$ cat config.mk
export PLATFORM = sky130hd
export DESIGN_NAME = ice51_code_dump
export DESIGN_NICKNAME = d
export VERILOG_FILES = /design/src/rtl/ice51_code_dump.sv
export SDC_FILE = /design/constraint.sdc
export NUM_CORES = 1
export LEC_CHECK = 0
export ABC_AREA = 1
export BUFFER_PORTS_ARGS = -buffer_cell sky130_fd_sc_hd__buf_2
export CORE_MARGIN = 2
export CORE_UTILIZATION = 40
export CTS_BUF_LIST = sky130_fd_sc_hd__clkbuf_8
export DETAILED_ROUTE_END_ITERATION = 8
export HOLD_SLACK_MARGIN = 0.06
export PLACE_DENSITY_LB_ADDON = 0.15
export SYNTH_ARGS = -nofsm -noshare
export SYNTH_HDL_FRONTEND = slang
export SYNTH_SLANG_ARGS = --single-unit
export TNS_END_PERCENT = 20
$ cat constraint.sdc
create_clock -name i_clk -period 2.3 [get_ports i_clk]
set_clock_uncertainty 0.05 [all_clocks]
set_input_delay 0.23 -clock i_clk [delete_from_list [all_inputs] [get_ports i_clk]]
set_output_delay 0.23 -clock i_clk [all_outputs]
set_load 0.05 [all_outputs]
$ cat src/rtl/ice51_code_dump.sv
// Code memory readback: fetches bytes 0..last from the code RAM read port and
// sends each one as a UART 8N1 frame so the host can verify a downloaded image.
module ice51_code_dump #(
    parameter int CLKS_PER_BIT = 104,
    parameter int ADDR_W       = 10
) (
    input  logic              i_clk,
    input  logic              i_rst,
    input  logic              i_start,
    input  logic [ADDR_W-1:0] i_last_addr,
    output logic              o_mem_re,
    output logic [ADDR_W-1:0] o_mem_addr,
    input  logic [7:0]        i_mem_data,
    output logic              o_uart_tx,
    output logic              o_busy,
    output logic              o_done
);

    localparam int TIMER_W = $clog2(CLKS_PER_BIT);
    localparam logic [TIMER_W-1:0] TIMER_MAX = TIMER_W'(CLKS_PER_BIT - 1);

    typedef enum logic [2:0] {
        S_IDLE,
        S_FETCH,
        S_CAPTURE,
        S_START,
        S_DATA,
        S_STOP,
        S_FINISH
    } state_t;

    state_t              state_q, state_d;
    logic [ADDR_W-1:0]   addr_q, addr_d;
    logic [ADDR_W-1:0]   last_q, last_d;
    logic [7:0]          shreg_q, shreg_d;
    logic [TIMER_W-1:0]  timer_q, timer_d;
    logic [2:0]          bit_q, bit_d;
    logic                tx_q, tx_d;

    logic timer_end;
    logic last_bit;
    logic at_last;

    assign timer_end = (timer_q == TIMER_MAX);
    assign last_bit  = (bit_q == 3'd7);
    assign at_last   = (addr_q == last_q);

    // NOTE: every variable gets its hold value first so no path through the case
    // leaves one unassigned, which would otherwise infer a latch.
    always_comb begin
        state_d = state_q;
        addr_d  = addr_q;
        last_d  = last_q;
        shreg_d = shreg_q;
        timer_d = '0;
        bit_d   = bit_q;

        case (state_q)
            S_IDLE: begin
                bit_d = '0;
                if (i_start) begin
                    state_d = S_FETCH;
                    addr_d  = '0;
                    last_d  = i_last_addr;
                end
            end
            S_FETCH:   state_d = S_CAPTURE;
            S_CAPTURE: begin
                shreg_d = i_mem_data;
                state_d = S_START;
            end
            S_START: begin
                timer_d = timer_end ? '0 : timer_q + 1'b1;
                if (timer_end) state_d = S_DATA;
            end
            S_DATA: begin
                timer_d = timer_end ? '0 : timer_q + 1'b1;
                if (timer_end) begin
                    bit_d   = bit_q + 3'd1;
                    shreg_d = shreg_q >> 1;
                    if (last_bit) state_d = S_STOP;
                end
            end
            S_STOP: begin
                timer_d = timer_end ? '0 : timer_q + 1'b1;
                if (timer_end) begin
                    if (at_last) begin
                        state_d = S_FINISH;
                    end else begin
                        addr_d  = addr_q + 1'b1;
                        state_d = S_FETCH;
                    end
                end
            end
            S_FINISH: state_d = S_IDLE;
            default:  state_d = S_IDLE;
        endcase

        // Line level is computed from the next state so the registered TX
        // changes exactly at the bit boundary.
        case (state_d)
            S_START: tx_d = 1'b0;
            S_DATA:  tx_d = shreg_d[0];
            default: tx_d = 1'b1;
        endcase
    end

    // NOTE: sequential state uses non-blocking assignments so all registers
    // update together from values sampled at the same edge.
    always_ff @(posedge i_clk) begin
        if (i_rst) begin
            state_q <= S_IDLE;
            addr_q  <= '0;
            last_q  <= '0;
            shreg_q <= '0;
            timer_q <= '0;
            bit_q   <= '0;
            tx_q    <= 1'b1;
        end else begin
            state_q <= state_d;
            addr_q  <= addr_d;
            last_q  <= last_d;
            shreg_q <= shreg_d;
            timer_q <= timer_d;
            bit_q   <= bit_d;
            tx_q    <= tx_d;
        end
    end

    assign o_mem_re   = (state_q == S_FETCH);
    assign o_mem_addr = addr_q;
    assign o_uart_tx  = tx_q;
    assign o_busy     = (state_q != S_IDLE) && (state_q != S_FINISH);
    assign o_done     = (state_q == S_FINISH);

endmodule

==> results of run 1 <==
-- registers in the layout, summed over array words and instances, names as in the netlist --
signal	count
timer_q	7
state_q	3
o_mem_addr	10
o_uart_tx	1
shreg_q	8
bit_q	3
last_q	10
-- cell type report --
cell class              instances  area share
multi-input cells             225       0.464
flip-flops and latches         42       0.339
repair buffers                 36      0.0747
inverters                      33      0.0500
well taps                      70      0.0353
clock buffers                   6      0.0333
clock inverters                 2     0.00353
-- routing by layer --
layer | GRT usage | up-vias
li1 | - | 1056
met1 | 0.236 | 856
met2 | 0.253 | 45
met3 | 0.0384 | 2
met4 | 0.0536 | 0
met5 | 0 | -
-- power groups by stage --
| stage | logic (mW) | registers [mW] | clock network, mW |
|---|---|---|---|
| after global placement | 0.332 | 0.823 | 0 |
| final | 0.334 | 0.806 | 0.482 |
| after global routing | 0.380 | 0.815 | 0.529 |
| after CTS | 0.337 | 0.807 | 0.501 |
| after floorplan | 0.255 | 0.828 | 0 |
| after detailed placement | 0.335 | 0.823 | 0 |
-- logic make-up (layout without fill, tap and decap cells) --
family,after synthesis,in the layout,share of synthesized area
DFF,42,42,0.390
xor gates and xnor gates,15,15,0.0609
buffers and inverters,40,77,0.0771
AOI/OAI and AO/OA,51,51,0.128
and+or+nand+nor,155,155,0.321
adders and majority gates,4,4,0.0232
-- layout by cell type (no fill, tap or decap), drive strengths merged --
| cell type | instances |
|---|---|
| a21oi | 31 |
| a22oi | 5 |
| a31oi | 1 |
| buf | 36 |
| clkbuf | 6 |
| clkinv | 1 |
| dfxtp | 42 |
| ha | 4 |
| inv | 34 |
| nand2 | 78 |
| nand3 | 19 |
| nand3b | 1 |
| nand4 | 4 |
| nor2 | 46 |
| nor3 | 6 |
| o21ai | 14 |
| or2 | 1 |
| xnor2 | 6 |
| xor2 | 9 |
-- path summary, 6_finish.rpt --
kind                   from    endpoint  slack [ps]  depth (start not counted)
max              timer_q[0]   o_uart_tx         540                         12
min          i_last_addr[1]   last_q[1]         110                          3
max reg2reg      timer_q[0]   o_uart_tx         540                         12
min reg2reg      timer_q[0]  timer_q[0]         410                          1
-- per-stage QoR --
| step | hold WS (ps) | worst slack [ps] |
|---|---|---|
| 2_1_floorplan | 242 | 237 |
| 3_3_place_gp | 382 | 567 |
| 3_5_place_dp | 404 | 550 |
| 4_1_cts | 102 | 530 |
| 5_1_grt | 110 | 382 |
| 6_report | 112 | 539 |
-- worst register-to-register path, stage by stage (launching register included) --
cell     delay, ps
dfxtp_1        360
ha_1           210
nand2_2         80
nor2_4         130
nand2_4        100
a21oi_2        150
nand2_1         70
nor2_1         140
nand2_1        100
nor2_1          90
nand2_1         60
nand2_1         50
nand3_1         50
==> impl_results.md, run 1 <==
- Status: completed
- Post-Syn Nets: ~330
- Final HPWL DP: 3500 µm
- Pin count of the biggest net entering global routing: 24
- Synth top area cells: dfxtp_1 39%, nand2_1 13%, nor2_1 7.1%
- CTS buffer count: 5
- Final non-filler cell total: 414
- Number of global-route vias before repair: roughly 1.8k
- Post-route ant nets: 0
- CP Class: flip-flop to flip-flop
- Initial DRT Pass Iterations: 4
- CTS Buffer Depth: 2
- CTS tree: done
- Synthesized flop and latch total: 42
- Sequential Power Share: 0.497
- Final Core Density: 0.482
- Share of cells above drive strength 1: 0.186
- CTS Sinks: 42
- Hold buffers post-CTS: 0
- Post-synth top cells: 72 x nand2_1, 42 x dfxtp_1, 41 x nor2_1, 29 x a21oi_1, 27 x inv_1
- Final hold vios: 0
- # resized after CTS: 0
- Final nets: 368
- WP data required: around 2400 ps
- Total placed cells including tap cells: between 400 and 500
- Synth warn: 0
- Total gr overflow: 0
- Fillers: 567
- Postcts setup bufs: 0
- Primary FF master, synth: dfxtp_1
- Number of diodes: 0
- Synth area leader: dfxtp_1
- Maximum clock frequency: about 570 MHz
- First-pass GRT wire length: a little over 8000 µm
- Max cap viols: 0
- Mapped cell area: around 2200 µm²
- CTS H-tree depth: 2
- Die area: 6000 µm²
- Critical-path top delay cell: dfxtp_1
- FF/Latch Area: ~840 µm²
- DR WL/cell: ~12 µm
- Power Dens Cells: 655 nW/µm²
- Seq/Total Area, Yosys: 0.390
- Cell family with most CP delay: simple AND/OR/NAND/NOR gates
- Worst path cell trace: ha_1, nand2_2, nor2_4, nand2_4, a21oi_2, nand2_1, nor2_1, nand2_1, nor2_1, nand2_1, nand2_1, nand3_1
- Via density: approximately 4.7
- Leak: between 1 and 1.5 nW
- Vias: 1,959
- CP startpoint kind: flip-flop
- EDFF count, synth: 0
- Max Slew Vio Count: 0
- Overall routing resource usage: 0.167
- Async set-reset flop share out of synthesis: 0
- Relative slew margins: 0.690
- Final Instance Area: between 2000 and 2500 µm²
- Critical Path Max Stage Delay: roughly 360 ps
- Syn_area_per_cell: roughly 7 µm²
- Ports: 35
- Logic pwr share: 0.206
- Die Height: ~77 µm
- Starting density of the core: 0.420
- Fin crit period: 1760 ps
- Placed Area: 2390 µm²
- CTS root buffer: clkbuf_8
- Final Wtd Congestion: 0.858
- Crit Path Max Fanout: 10
- Top sig layer: met4
- P&R area growth vs syn: 14.9%
- Cell mode on critical path: nand2_1
- Initial antenna violation count: 0
- Final Power: approximately 1.6 mW
- DIE WIDTH: 77.4 µm
- Met2 routed WL: around 2100 µm
- Yosys cell types: 28
- Final period util: 0.766
- Internal power: around 1.1 mW
- Slew @ Worst Pin: ~460 ps
- TNS Setup: 0 ps
- Switching part of the total: 0.307
- Met1 WL: ~2400 µm
- Synthesized instance count: roughly 310
- Reg clk slew, reported paths: roughly 80 ps
- RSZ-0062 raised after global routing: false
- Rows: 26
- Nature of the critical path endpoint: flip-flop
- Starting DRT DRC Count: about 100
- Max VDD drop: between 0.0003 and 0.0004 V
- Crit path arrival time: around 1900 ps
- Total wire length: ~4800 µm
- Core area: roughly 5100 µm²
- Synth top area share: 0.390
- Endpoints failing setup: 0
- Port Buffers: 34
- Buf+Inv Stages, Crit Path: 0
- Hold Crit Class: primary input to flip-flop
- Count leader, synth: nand2_1
- Sw power: approximately 500 µW
- Worst skew pair latency: 290 ps
- Clock power share: 0.297
- Multi-input gate area: ~1100 µm²
- # DRC: 0
- Met3 wire length: 283 µm
Power figures use the tool's default switching activity.
==> run 2, diff against run 1 <==
==> constraint.sdc (replaced) <==
create_clock -name i_clk -period 1.5 [get_ports i_clk]
set_clock_uncertainty 0.05 [all_clocks]
set_input_delay 0.15 -clock i_clk [delete_from_list [all_inputs] [get_ports i_clk]]
set_output_delay 0.15 -clock i_clk [all_outputs]
set_load 0.05 [all_outputs]
==> impl_results.md, run 2 (same netlist as run 1, synthesis figures left out) <==
- Status: finished with violations
- Failing checks: negative setup slack
- Total gr overflow: 0 (unchanged)
- Post-route ant nets: 0 (unchanged)
- Total placed cells including tap cells: 439 (+8.1%)
- Worst path cell trace: ha_4, nand2_2, nor2_4, nand2_4, inv_2, nand2_1, nor2_2, nor2_2, nand2_1, nor2_1, nand2_1, nand2_1, nand3_1
- Fillers: 546 (-3.7%)
- Hold Crit Class: primary input to flip-flop
- Most frequent cells in the layout: 72 x nand2_1, 37 x buf_4, 33 x nor2_1, 31 x buf_2, 28 x dfxtp_1
- Cell family with most CP delay: simple AND/OR/NAND/NOR gates
- R2R Setup Slk: -40 ps (-580 ps)
- Pin count of the biggest net entering global routing: 24 (unchanged)
- Buf+Inv Stages, Crit Path: 1 (+1)
- Final nets: 409 (+11%)
- Met3 wire length: 184 µm (-35%)
- Crit path arrival time: 1670 ps (-210 ps)
- Max VDD drop: 0.000700 V (+130%)
- CTS buffer count: 5 (unchanged)
- Reg clk slew, reported paths: 70 ps (about the same)
- Final period util: 1.03 (+0.263)
- Overall routing resource usage: 0.177 (+0.00985)
- Critical Path Max Stage Delay: 360 ps (about the same)
- Met2 routed WL: 2300 µm (+11%)
- Starting density of the core: 0.420 (unchanged)
- Fin crit period: 1540 ps (-217 ps)
- CP startpoint kind: flip-flop
- HP Start: i_mem_data[5]
- Initial antenna violation count: 0 (unchanged)
- Maximum clock frequency: 648 MHz (+14%)
- CP Class: flip-flop to flip-flop
- Worst skew pair latency: 290 ps (about the same)
- CTS tree: done
- Final Wtd Congestion: 0.800 (-6.7%)
- Number of global-route vias before repair: 1,966 (+11%)
- Starting DRT DRC Count: 71 (-30%)
- Slew @ Worst Pin: 268 ps (-196 ps)
- Endpoints failing setup: 7 (+7)
- Crit Path Max Fanout: 8 (-2)
- CTS Sinks: 42 (unchanged)
- Die Height: 77.4 µm (unchanged)
- DR WL/cell: 11.4 µm (-1.8%)
- DIE WIDTH: 77.4 µm (unchanged)
- First-pass GRT wire length: 8650 µm (+6.5%)
- CTS Buffer Depth: 2 (unchanged)
- Max Slew Vio Count: 0 (unchanged)
- Critical-path top delay cell: dfxtp_4
- TNS Setup: -129 ps (-129 ps)
- Number of diodes: 0 (unchanged)
- Ports: 35 (unchanged)
- R2r startpoint: timer_q[1]
- P&R area growth vs syn: 36.8%
- WP data required: 1620 ps (-790 ps)
- Final HPWL DP: 3770 µm (+7.6%)
- Max cap viols: 0 (unchanged)
- Worst Slack Setup Final: -43.8 ps (-583 ps)
- Die area: 6000 µm² (unchanged)
- Commonest non-fill, non-tap cell in the layout: nand2_1
- Port Buffers: 34 (unchanged)
- Top sig layer: met4
- Final hold vios: 0 (unchanged)
- Rows: 26 (unchanged)
- Share of cells above drive strength 1: 0.332 (+0.146)
- Met1 WL: 2650 µm (+8.7%)
- Core area: 5140 µm² (unchanged)
- # DRC: 0 (unchanged)
- Total wire length: 5190 µm (+7.9%)
- RSZ-0062 raised after global routing: true
- Cell mode on critical path: nand2_1
- CTS H-tree depth: 2 (unchanged)
- Relative slew margins: 0.821 (+0.131)
- Power Dens Cells: 897 nW/µm² (+37%)
- Via density: 4.69 (-0.93%)
- CTS root buffer: clkbuf_8
- Vias: 2,133 (+8.9%)
- Crit path from: timer_q[1]
- Initial DRT Pass Iterations: 4 (unchanged)
- Leak: 1.26 nW (+22%)
- Final non-filler cell total: 455 (+9.9%)
- Nature of the critical path endpoint: flip-flop
[run 2: cell count changes in the layout (fill, tap and decap cells not counted), moves of 3 or more]
cell	delta
nor2_2	+7
buf_2	-3
buf_4	+35
dfxtp_1	-14
dlygate4sd3_1	+7
nor2_1	-8
dfxtp_2	+12
[run 2: timing repair]
action | CTS | global route
gates cloned | 0 | 0
gates resized for setup | 15 | 12
setup buffers | 1 | 0
hold endpoints to repair | 7 | 0
endpoints found under the setup margin | 21 | 30
pin swaps | 16 | 2
hold buffers | 7 | 0
[run 2: final cells by class]
type                    count  area, µm²  share of cell area
well taps                  70       87.6              0.0297
flip-flops and latches     42        863               0.292
multi-input cells         225       1240               0.421
repair buffers             77        543               0.184
clock buffers               6       82.6              0.0280
clock inverters             2       8.76             0.00297
inverters                  33        124              0.0420
[run 2: worst reg2reg max path: cells and delay by family, from the launching register on]
family	cells	cell delay, ps
simple gates	11	800
buf+inv	1	60
flops	1	360
fa+ha+maj	1	160
[run 2: final timing paths]
path                endpoint  depth (start not counted)
hold reg to reg   shreg_q[7]                          2
setup reg to reg   o_uart_tx                         13
hold / removal    shreg_q[5]                          3
setup / recovery   o_uart_tx                         13
[run 2: metrics by stage]
step	hold WS, ps	power (mW)	setup slack [ps]	area (µm²)	util
2_1_floorplan	155	1.67	-43.2	2190	-
3_3_place_gp	323	1.88	-80.9	2690	0.524
3_5_place_dp	328	1.88	-135	2690	0.524
4_1_cts	65.6	2.67	-40.1	2910	0.566
5_1_grt	99.7	2.81	-173	2950	0.574
6_report	80.6	2.65	-43.8	2950	0.574
[run 2: routing by layer]
metal  GRT usage  vias to the layer above
li1            -                     1139
met1       0.240                      955
met2       0.281                       32
met3      0.0384                        7
met4      0.0589                        0
met5           0                        -
[run 2: where the power goes]
part | internal (mW) | switching, mW
clock | 0.365 | 0.374
sequential | 1.19 | 0.0474
combinational | 0.283 | 0.392
==> run 3, diff against run 2 <==
--- a/config.mk
+++ b/config.mk
@@ -5,9 +5,9 @@
 export SDC_FILE = /design/constraint.sdc
 export NUM_CORES = 1
 export LEC_CHECK = 0
-export ABC_AREA = 1
 export BUFFER_PORTS_ARGS = -buffer_cell sky130_fd_sc_hd__buf_2
-export CORE_MARGIN = 2
+export CAP_MARGIN = 5
+export CORE_MARGIN = 8
 export CORE_UTILIZATION = 40
 export CTS_BUF_LIST = sky130_fd_sc_hd__clkbuf_8
 export DETAILED_ROUTE_END_ITERATION = 8
==> impl_results.md, run 3 <==
- CTS H-tree depth: 2 (unchanged)
- Post-Syn Nets: 280 (-16%)
- Overall routing resource usage: 0.158 (-0.0195)
- Switching part of the total: 0.284 (-0.0232)
- Internal power: 1.91 mW (+4.3%)
- Pin count of the biggest net entering global routing: 19 (-21%)
- Final HPWL DP: 4210 µm (+12%)
- EDFF count, synth: 0 (unchanged)
- R2r startpoint: timer_q[0]
- Total wire length: 5980 µm (+15%)
- Number of diodes: 0 (unchanged)
- Endpoints failing setup: 22 (+15)
- Die Height: 88.6 µm (+14%)
- Count leader, synth: nand2_1
- Critical-path top delay cell: or4_4
- Fin crit period: 1710 ps (+164 ps)
- DIE WIDTH: 88.6 µm (+14%)
- Logic pwr share: 0.213 (-0.042)
- Final hold vios: 0 (unchanged)
- Die area: 7850 µm² (+31%)
- Fillers: 441 (-19%)
- Worst Slack Setup Final: -208 ps (-164 ps)
- Synth top area cells: dfxtp_1 40%, nand2_1 7.7%, a21oi_1 7.1%
- Mapped cell area: 2110 µm² (-2.2%)
- R2R Setup Slk: -210 ps (-160 ps)
- Reg clk slew, reported paths: 90 ps (+20 ps)
- Most frequent cells in the layout: 54 x buf_4, 41 x nand2_1, 31 x buf_2, 28 x a21oi_1, 24 x dfxtp_1
- Initial DRT Pass Iterations: 4 (unchanged)
- Worst R2R End: o_mem_addr[5]
- Synth warn: 0 (unchanged)
- Maximum clock frequency: 586 MHz (-9.6%)
- Final Instance Area: 3180 µm² (+7.8%)
- # DRC: 0 (unchanged)
- Crit path arrival time: 1890 ps (+220 ps)
- Max cap viols: 0 (unchanged)
- RSZ-0062 raised after global routing: true
- Failing checks: negative setup slack
- Synthesized flop and latch total: 42 (unchanged)
- Async set-reset flop share out of synthesis: 0 (unchanged)
- CTS Buffer Depth: 2 (unchanged)
- Primary FF master, synth: dfxtp_1
- First-pass GRT wire length: 9760 µm (+13%)
- Final Power: 2.67 mW (+0.87%)
- Yosys cell types: 48 (+71%)
- Worst path cell trace: ha_4, and3_4, a31o_4, nand3_4, or4_4, a21oi_1
- Worst Reg-to-Reg Cells: 6 (-7)
- HP Start: i_mem_data[5]
- Crit Path Max Fanout: 6 (-2)
- Sw power: 758 µW (-6.8%)
- Via density: 5.12 (+9.3%)
- Hold Crit Class: primary input to flip-flop
- Hold Path Depth: 3 (unchanged)
- Synth top area share: 0.399 (+0.00879)
- Starting DRT DRC Count: 101 (+42%)
- Port Buffers: 34 (unchanged)
- Clock power share: 0.346 (+0.067)
- Commonest non-fill, non-tap cell in the layout: buf_4
- Slew @ Worst Pin: 390 ps (+122 ps)
- Nature of the critical path endpoint: flip-flop
- CP Class: flip-flop to flip-flop
- Starting density of the core: 0.413 (-0.00664)
- Final Wtd Congestion: 0.820 (+2.4%)
- Max Slew Vio Count: 0 (unchanged)
- WP data required: 1680 ps (+60 ps)
- Total gr overflow: 0 (unchanged)
- CTS Sinks: 42 (unchanged)
- Final nets: 371 (-9.3%)
- Vias: 2,136 (+0.14%)
- P&R area growth vs syn: 50.9%
- Power Dens Cells: 839 nW/µm² (-6.5%)
- Max VDD drop: 0.000442 V (-37%)
- Relative slew margins: 0.736 (-0.0852)
- Leak: 1.26 nW (+0.32%)
- Sequential Power Share: 0.441 (-0.025)
- Critical Path Max Stage Delay: 480 ps (+120 ps)
- Post-synth top cells: 43 x nand2_1, 42 x dfxtp_1, 30 x a21oi_1, 18 x nor2_1, 12 x xnor2_1
- Initial antenna violation count: 0 (unchanged)
- Rows: 26 (unchanged)
- CTS tree: done
- TNS Setup: -2550 ps (-2420 ps)
- Dpl ws: -248 ps (-112 ps)
- CTS root buffer: clkbuf_8
- Synth area leader: dfxtp_1
- Share of cells above drive strength 1: 0.438 (+0.106)
- Placed Area: 2780 µm² (+3.3%)
- CP startpoint kind: flip-flop
- Ports: 35 (unchanged)
- DR WL/cell: 14.3 µm (+26%)
- Syn_area_per_cell: 8.27 µm² (+18%)
- Final period util: 1.14 (+0.109)
- Hold worst-path end: shreg_q[5]
- Post-route ant nets: 0 (unchanged)
- Crit path from: timer_q[0]
- Status: finished with violations
- Seq/Total Area, Yosys: 0.399 (+0.00879)
- CTS buffer count: 5 (unchanged)
- Synthesized instance count: 255 (-17%)
- Core area: 5110 µm² (-0.63%)
- Number of global-route vias before repair: 2,083 (+6.0%)
- Worst skew pair latency: 300 ps (about the same)
==> run 3: cell types whose count changed in the layout (fill, tap and decap cells not counted), moves of 6 or more <==
cell and delta:
nand2_1 -31, inv_1 -24, nor2_1 -21, buf_4 +17
o21ai_0 -9, inv_2 -8, nand3_1 -7, dfxtp_4 +6
xor2_1 -6
==> run 3: logic make-up after synthesis <==
logic type / share of synthesized area
multiplexers: 0.0237
buffers and inverters: 0.0397
AO/OA/AOI/OAI: 0.171
AND/OR/NAND/NOR: 0.281
adder cells (fa/ha/maj): 0.0237
XOR/XNOR: 0.0623
flip-flops: 0.399
==> run 3: cell type report <==
class,instances,area [µm²],area share
clock buffer,5,68.8,0.0216
clock inverter,3,43.8,0.0138
inverter,2,7.51,0.00236
multi-input combinational,194,1370,0.429
sequential,42,883,0.278
tap,70,87.6,0.0275
timing repair buffer,101,727,0.228
==> run 3: per-stage QoR <==
stage,instances,hold WS [ps],utilization
floorplan,255,236,-
global route,417,114,0.623
CTS,414,90.2,0.606
global placement,393,329,0.545
finish,417,90.0,0.623
detailed placement,393,339,0.545
==> run 3: power groups by stage <==
stage | logic [mW] | clock network [mW] | registers (mW)
CTS | 0.530 | 0.949 | 1.18
global route | 0.615 | 0.990 | 1.18
global placement | 0.480 | 0 | 1.20
floorplan | 0.302 | 0 | 1.21
finish | 0.569 | 0.923 | 1.18
detailed placement | 0.481 | 0 | 1.21
==> run 3: repair_timing <==
item	4_1_cts	5_1_grt
setup endpoints to repair	44	45
pin swaps	19	6
endpoints found under the hold margin	11	0
buffers inserted	2	3
hold buffers	11	0
gates resized for setup	27	15
==> run 3: critical path: cells and delay by family, from the launching register on <==
kind | cells | cell delay, ps
and+or+nand+nor | 3 | 790
DFF | 1 | 360
AOI/OAI and AO/OA | 2 | 310
adders and majority gates | 1 | 130
==> run 3: worst max-delay path by stage <==
stage               endpoint  cells after the start
2_1_floorplan  o_mem_addr[7]                      7
3_3_place_gp       o_uart_tx                      6
3_5_place_dp   o_mem_addr[7]                      6
4_1_cts            o_uart_tx                      6
5_1_grt        o_mem_addr[5]                      6
6_report       o_mem_addr[5]                      6
==> run 3: per-layer routing <==
layer / track usage / part of all wire / vias up
met2: 0.259 / 0.47 / 32
li1: - / - / 1096
met1: 0.199 / 0.48 / 1001
met5: 0 / 0 / -
met4: 0.0445 / 0.012 / 0
met3: 0.0371 / 0.040 / 7
